<file path="src/rtl/barrel_pkg.sv">
// -----------------------------------------------------------------------------
// barrel_pkg
//   Shared definitions for the pipelined barrel shifter.
//   - mode_e       : 2-bit shift-mode encoding carried with every beat.
//   - stage_ctrl_t : control fields of one pipeline stage register. The data
//                    and remaining-amount fields depend on WIDTH, so they sit
//                    beside this record inside each stage.
// -----------------------------------------------------------------------------
package barrel_pkg;

  typedef enum logic [1:0] {
    MODE_ROR = 2'b00,  // rotate right
    MODE_ROL = 2'b01,  // rotate left
    MODE_LSR = 2'b10,  // logical shift right, zero fill
    MODE_ASR = 2'b11   // arithmetic shift right, sign fill
  } mode_e;

  typedef struct packed {
    logic  valid;  // stage holds a live beat
    logic  sign;   // MSB of the original operand, used as ASR fill
    mode_e mode;   // mode of the beat held in this stage
  } stage_ctrl_t;

endpackage : barrel_pkg

</file>
<file path="src/rtl/barrel_stage.sv">
// -----------------------------------------------------------------------------
// barrel_stage
//   One stage of the pipelined barrel shifter. Shifts the incoming operand by
//   STEP positions when amount bit log2(STEP) is set, otherwise passes it
//   through, and registers the result together with its control fields.
//
// Ports
//   clk, reset        : clock, synchronous active-high reset
//   i_valid           : upstream beat present
//   i_ready           : downstream can take this stage's beat on this edge
//   i_data/i_amt      : operand and full shift amount
//   i_mode/i_sign     : shift mode and original operand MSB
//   o_valid           : this stage holds a beat
//   o_data/o_amt      : registered result and amount
//   o_mode/o_sign     : registered mode and sign
// -----------------------------------------------------------------------------
module barrel_stage
  import barrel_pkg::*;
#(
  parameter  int WIDTH = 8,
  parameter  int STEP  = 1,
  localparam int AMT_W = $clog2(WIDTH)
) (
  input  logic             clk,
  input  logic             reset,
  input  logic             i_valid,
  input  logic             i_ready,
  input  logic [WIDTH-1:0] i_data,
  input  logic [AMT_W-1:0] i_amt,
  input  logic [1:0]       i_mode,
  input  logic             i_sign,
  output logic             o_valid,
  output logic [WIDTH-1:0] o_data,
  output logic [AMT_W-1:0] o_amt,
  output logic [1:0]       o_mode,
  output logic             o_sign
);

  // Amount bit that selects this stage's shift.
  localparam int BIT = $clog2(STEP);
  // Top STEP bits set: the positions vacated by a right shift.
  localparam logic [WIDTH-1:0] FILL_MASK = ~({WIDTH{1'b1}} >> STEP);

  stage_ctrl_t      r_ctrl;
  logic [WIDTH-1:0] r_data;
  logic [AMT_W-1:0] r_amt;

  logic [WIDTH-1:0] w_shifted;
  logic             w_load;

  // Bubble collapse: an empty stage always loads, a full one loads only when
  // its beat is leaving on the same edge.
  assign w_load = !r_ctrl.valid || i_ready;

  // NOTE: every always_comb output gets a default before any branch, so no
  // path leaves it unassigned and no latch is inferred.
  always_comb begin
    w_shifted = i_data;
    if (i_amt[BIT]) begin
      case (mode_e'(i_mode))
        MODE_ROR: w_shifted = (i_data >> STEP) | (i_data << (WIDTH - STEP));
        MODE_ROL: w_shifted = (i_data << STEP) | (i_data >> (WIDTH - STEP));
        MODE_LSR: w_shifted = i_data >> STEP;
        MODE_ASR: w_shifted = (i_data >> STEP) | (i_sign ? FILL_MASK : '0);
        default:  w_shifted = i_data;
      endcase
    end
  end

  // NOTE: state is updated only with non-blocking assignments so every stage
  // samples its neighbour's pre-edge value, whatever order the blocks run in.
  always_ff @(posedge clk) begin
    if (reset) begin
      // NOTE: payload registers are cleared too, not just valid, so the
      // output bus reads a defined 0 right after reset.
      r_ctrl <= '{valid: 1'b0, sign: 1'b0, mode: MODE_ROR};
      r_data <= '0;
      r_amt  <= '0;
    end else if (w_load) begin
      r_ctrl.valid <= i_valid;
      // Payload only moves with a real beat; while stalled w_load is low, so
      // the held beat stays stable on the outputs.
      if (i_valid) begin
        r_ctrl.sign <= i_sign;
        r_ctrl.mode <= mode_e'(i_mode);
        r_data      <= w_shifted;
        r_amt       <= i_amt;
      end
    end
  end

  assign o_valid = r_ctrl.valid;
  assign o_data  = r_data;
  assign o_amt   = r_amt;
  assign o_mode  = r_ctrl.mode;
  assign o_sign  = r_ctrl.sign;

endmodule : barrel_stage

</file>
<file path="src/rtl/barrel_shifter_pipe.sv">
// -----------------------------------------------------------------------------
// barrel_shifter_pipe
//   Pipelined barrel shifter with valid/ready on both sides. Stage k shifts by
//   2^k when amount bit k is set; log2(WIDTH) stages in total, one result per
//   clock when the consumer keeps out_ready high.
//
// Ports
//   clk, reset          : clock, synchronous active-high reset
//   in_valid/in_ready   : input handshake
//   in_data             : WIDTH-bit operand
//   in_amt              : shift amount 0..WIDTH-1
//   in_mode             : 00 ROR, 01 ROL, 10 LSR, 11 ASR
//   out_valid/out_ready : output handshake
//   out_data            : shifted result
//   out_mode            : mode of the result beat
// -----------------------------------------------------------------------------
module barrel_shifter_pipe
  import barrel_pkg::*;
#(
  parameter  int WIDTH = 8,
  localparam int AMT_W = $clog2(WIDTH)
) (
  input  logic             clk,
  input  logic             reset,
  input  logic             in_valid,
  output logic             in_ready,
  input  logic [WIDTH-1:0] in_data,
  input  logic [AMT_W-1:0] in_amt,
  input  logic [1:0]       in_mode,
  output logic             out_valid,
  input  logic             out_ready,
  output logic [WIDTH-1:0] out_data,
  output logic [1:0]       out_mode
);

  // Index 0 is the input beat, index k+1 is the register of stage k.
  logic [AMT_W:0]            w_valid;
  logic [AMT_W:0][WIDTH-1:0] w_data;
  logic [AMT_W:0][AMT_W-1:0] w_amt;
  logic [AMT_W:0][1:0]       w_mode;
  logic [AMT_W:0]            w_sign;

  // w_dn_ready[k]: the beat in stage k may leave on this edge.
  logic [AMT_W-1:0]          w_dn_ready;

  assign w_valid[0] = in_valid;
  assign w_data[0]  = in_data;
  assign w_amt[0]   = in_amt;
  assign w_mode[0]  = in_mode;
  assign w_sign[0]  = in_data[WIDTH-1];

  // Backpressure chain derived from the registered valid bits and out_ready
  // only, so in_ready never depends on in_valid. Stage k+1 can take stage k's
  // beat when it is empty or its own beat is leaving.
  always_comb begin
    w_dn_ready = '0;
    w_dn_ready[AMT_W-1] = out_ready;
    for (int k = AMT_W - 2; k >= 0; k--) begin
      w_dn_ready[k] = !w_valid[k+2] || w_dn_ready[k+1];
    end
  end

  assign in_ready = !w_valid[1] || w_dn_ready[0];

  for (genvar k = 0; k < AMT_W; k++) begin : g_stage
    barrel_stage #(
      .WIDTH (WIDTH),
      .STEP  (1 << k)
    ) u_stage (
      .clk     (clk),
      .reset   (reset),
      .i_valid (w_valid[k]),
      .i_ready (w_dn_ready[k]),
      .i_data  (w_data[k]),
      .i_amt   (w_amt[k]),
      .i_mode  (w_mode[k]),
      .i_sign  (w_sign[k]),
      .o_valid (w_valid[k+1]),
      .o_data  (w_data[k+1]),
      .o_amt   (w_amt[k+1]),
      .o_mode  (w_mode[k+1]),
      .o_sign  (w_sign[k+1])
    );
  end

  assign out_valid = w_valid[AMT_W];
  assign out_data  = w_data[AMT_W];
  assign out_mode  = w_mode[AMT_W];

  // Amount and sign of the last stage have no consumer; they exist only
  // because every stage is built from the same module.
  logic w_unused_tail;
  assign w_unused_tail = ^{w_amt[AMT_W], w_sign[AMT_W]};

endmodule : barrel_shifter_pipe

</file>
<file path="config.mk">
export PLATFORM = sky130hd
export DESIGN_NAME = barrel_shifter_pipe
export DESIGN_NICKNAME = d
export VERILOG_FILES = /design/src/rtl/barrel_pkg.sv /design/src/rtl/barrel_stage.sv /design/src/rtl/barrel_shifter_pipe.sv
export SDC_FILE = /design/constraint.sdc
export NUM_CORES = 1
export LEC_CHECK = 0
export ABC_AREA = 1
export BUFFER_PORTS_ARGS = -buffer_cell sky130_fd_sc_hd__buf_2
export CORE_AREA = 2 2 56 69
export DETAILED_ROUTE_END_ITERATION = 7
export DIE_AREA = 0 0 58 71
export GPL_ROUTABILITY_DRIVEN = 0
export PLACE_DENSITY = 0.84
export SKIP_LAST_GASP = 1
export SYNTH_ARGS = -nofsm -noshare
export SYNTH_HDL_FRONTEND = slang
export SYNTH_SLANG_ARGS = --single-unit
</file>
<file path="constraint.sdc">
create_clock -name clk -period 1.2 [get_ports clk]
set_clock_uncertainty 0.1 [all_clocks]
set_input_delay 0.06 -clock clk [delete_from_list [all_inputs] [get_ports clk]]
set_output_delay 0.06 -clock clk [all_outputs]
set_load 0.01 [all_outputs]
</file>
==> results.json <==
{
  "outcome": "complete, no violations",
  "yosys_warnings": 0,
  "crit_family": "simple AND/OR/NAND/NOR gates",
  "p_leak_nw": 1.09,
  "path_buf_inv": 3,
  "cts_buffers": 5,
  "nNetsFinal": 335,
  "n_antenna_cell": 0,
  "syn-num-nets": 294,
  "met3_length_um": 138,
  "drtAntennaViolNets": 0,
  "power_mw": 2.71,
  "syn-mean-instance-area_um2": 6.66,
  "drt_wl_total_um": 4020,
  "n_fill_cell": 309,
  "synth_enable_flop_cells": 0,
  "dp.cells": 342,
  "setup_viol": 0,
  "final_common_cell": "nand2_1",
  "cp_data_required_time_ns": 1.30,
  "path_class": "reg2reg",
  "cts-root-buf": "clkbuf_8",
  "cp_data_arrival_time_ns": 1.27,
  "cp_cell_sequence": "inv_2 > nor2_4 > buf_6 > nand2_1 > o211ai_1 > nand2_1 > nand2_1 > inv_1",
  "die-area_um2": 4120,
  "met1_length_um": 1640,
  "wl_per_cell_um": 11.3,
  "stdcell_count": 356,
  "rsz0062_at_grt": "true",
  "syn_area_um2": 1850,
  "dr.pass1.iters": 4,
  "dieHeight_um": 71,
  "critPathLaunchType": "flip-flop",
  "gr-total-overflow": 0,
  "grt_max_degree": 29,
  "drc": 0,
  "via_per_inst": 5.13,
  "dr_wl_met2_um": 2160,
  "period_needed_ns": 1.17,
  "hold_class": "in2reg",
  "grt_pass1_wl_um": 6780,
  "finalCritPeriodShare_pct": 97.9,
  "power_density_nw_per_um2": 1210,
  "rows": 24,
  "ir_worst_vdd_mv": 1.01,
  "routed.top_layer": "met4",
  "synth_flop_cell": "dfxtp_1",
  "drv_slew": 0,
  "yosysUniqueCellTypes": 23,
  "netlist_instances": 277,
  "switching_share_pct": 27.1,
  "end_kind": "flip-flop",
  "initial_core_util_pct": 53.0,
  "setup_tns_ns": 0,
  "max_stage_delay_ns": 0.34,
  "coreArea_um2": 3480,
  "worst_slew_pin_slew_ns": 0.379,
  "async_reset_ff_share_pct": 0,
  "io_pins": 29,
  "internal-power_mw": 1.98,
  "port-buffer-count": 28,
  "tritoncts": "yes",
  "hold_viol": 0,
  "drive_above_1_share_pct": 21.5,
  "die_x_um": 58,
  "final_cell_mix": "nand2_1, nor2_1, dfxtp_1",
  "clock_latency_ns": 0.29,
  "clockPowerShare_pct": 31.3,
  "max_freq_ghz": 0.852,
  "relSlewSlack_pct": 74.7,
  "yosysSeqAreaShare_pct": 41.2,
  "power_switching_mw": 0.736,
  "antenna_found_initial": 0,
  "crit_fanout": 4,
  "place_hpwl_um": 2750,
  "multi_input_area_um2": 912,
  "vias": 1828,
  "combPwrFrac_pct": 16.9,
  "cpMostUsedCell": "nand2_1",
  "syn2layout_area_growth_pct": 22.0,
  "grtUsageTotal_pct": 21.1,
  "synth-seq-cells": 38,
  "htree_levels": 2,
  "drtIter0Drc": 78,
  "p_seq_share_pct": 51.9,
  "cap_violations": 0,
  "grt_pass1_vias": 1717,
  "clkTransAtPathRegs_ns": 0.07,
  "regArea_um2": 772,
  "cts_num_sinks": 38,
  "cts_buffer_depth": 2,
  "slowest_stage": "dfxtp_2"
}
layout make-up:
cell class              instances  share of cell area, %
flip-flops and latches         38                   34.3
repair buffers                 43                   13.1
clock buffers                   6                   3.67
well taps                      39                   2.17
multi-input cells             195                   40.5
repair inverters                1                  0.222
inverters                      34                   6.06
sequential cells by signal, summed over array words and instances, names as in the netlist:
name / count
g_stage.u_stage.o_mode: 6
g_stage.u_stage.o_valid: 3
g_stage.u_stage.o_amt: 3
g_stage.u_stage.o_data: 24
g_stage.u_stage.o_sign: 2
timing repair:
item	in CTS	in global routing
gates cloned	0	1
setup endpoints to repair	2	27
pin swaps	0	6
hold buffers	4	0
gates resized for setup	2	31
endpoints found under the hold margin	4	0
buffers inserted	0	3
per-layer routing:
metal | vias up | GRT usage, %
met1 | 807 | 20.8
li1 | 969 | -
met2 | 45 | 39.4
met3 | 7 | 4.02
met4 | 0 | 12.7
met5 | - | 0
synthesized netlist by cell type, types with 3 or more instances:
master / number / share of area [%]
a21oi_1: 25 / 6.8
a31oi_1: 4 / 1.4
buf_6: 4 / 2.4
clkbuf_1: 3 / 0.61
dfxtp_1: 38 / 41
inv_1: 28 / 5.7
inv_2: 5 / 1.0
nand2_1: 68 / 14
nand3_1: 10 / 2.7
nor2_1: 40 / 8.1
o211ai_1: 4 / 1.6
o21ai_0: 31 / 8.4
o21ai_1: 4 / 1.1
o22ai_1: 4 / 1.4
per-stage QoR:
stage	util [%]	setup WS (ns)	area [µm²]	hold WS (ns)
after global placement	59.0	0.0352	2050	0.211
after floorplan	-	-0.0125	1850	0.124
final	64.7	0.0256	2250	0.000470
after CTS	62.6	0.0000226	2180	0.00298
after global routing	64.7	-0.0554	2250	0.0335
after detailed placement	59.0	-0.0187	2050	0.230
worst paths after layout:
path,startpoint,to,slack [ns],cells past startpoint
max reg2reg,g_stage[0].u_stage.o_mode[0],g_stage[1].u_stage.o_data[5],0.03,8
min,in_mode[0],g_stage[0].u_stage.o_mode[0],0.0005,3
max,g_stage[0].u_stage.o_mode[0],g_stage[1].u_stage.o_data[5],0.03,8
min reg2reg,g_stage[1].u_stage.o_data[3],g_stage[2].u_stage.o_data[3],0.38,2
cells by family after synthesis:
family                 synth area share, %
and+or+nand+nor                       27.3
AOI/OAI and AO/OA                     20.6
buffers and inverters                 10.9
DFF                                   41.2
power groups by stage:
| stage | clock, mW | sequential (mW) | combinational (mW) |
|---|---|---|---|
| after floorplan | 0 | 1.43 | 0.290 |
| after global placement | 0 | 1.43 | 0.405 |
| after detailed placement | 0 | 1.43 | 0.412 |
| after CTS | 0.857 | 1.40 | 0.425 |
| after global routing | 0.925 | 1.42 | 0.523 |
| final | 0.849 | 1.41 | 0.457 |
tightest hold or removal path, delay by kind of cell:
kind,cells,cell delay [ns]
AO/OA/AOI/OAI,2,0.20
buffers and inverters,1,0.10
(Power assumes the default switching activity.)
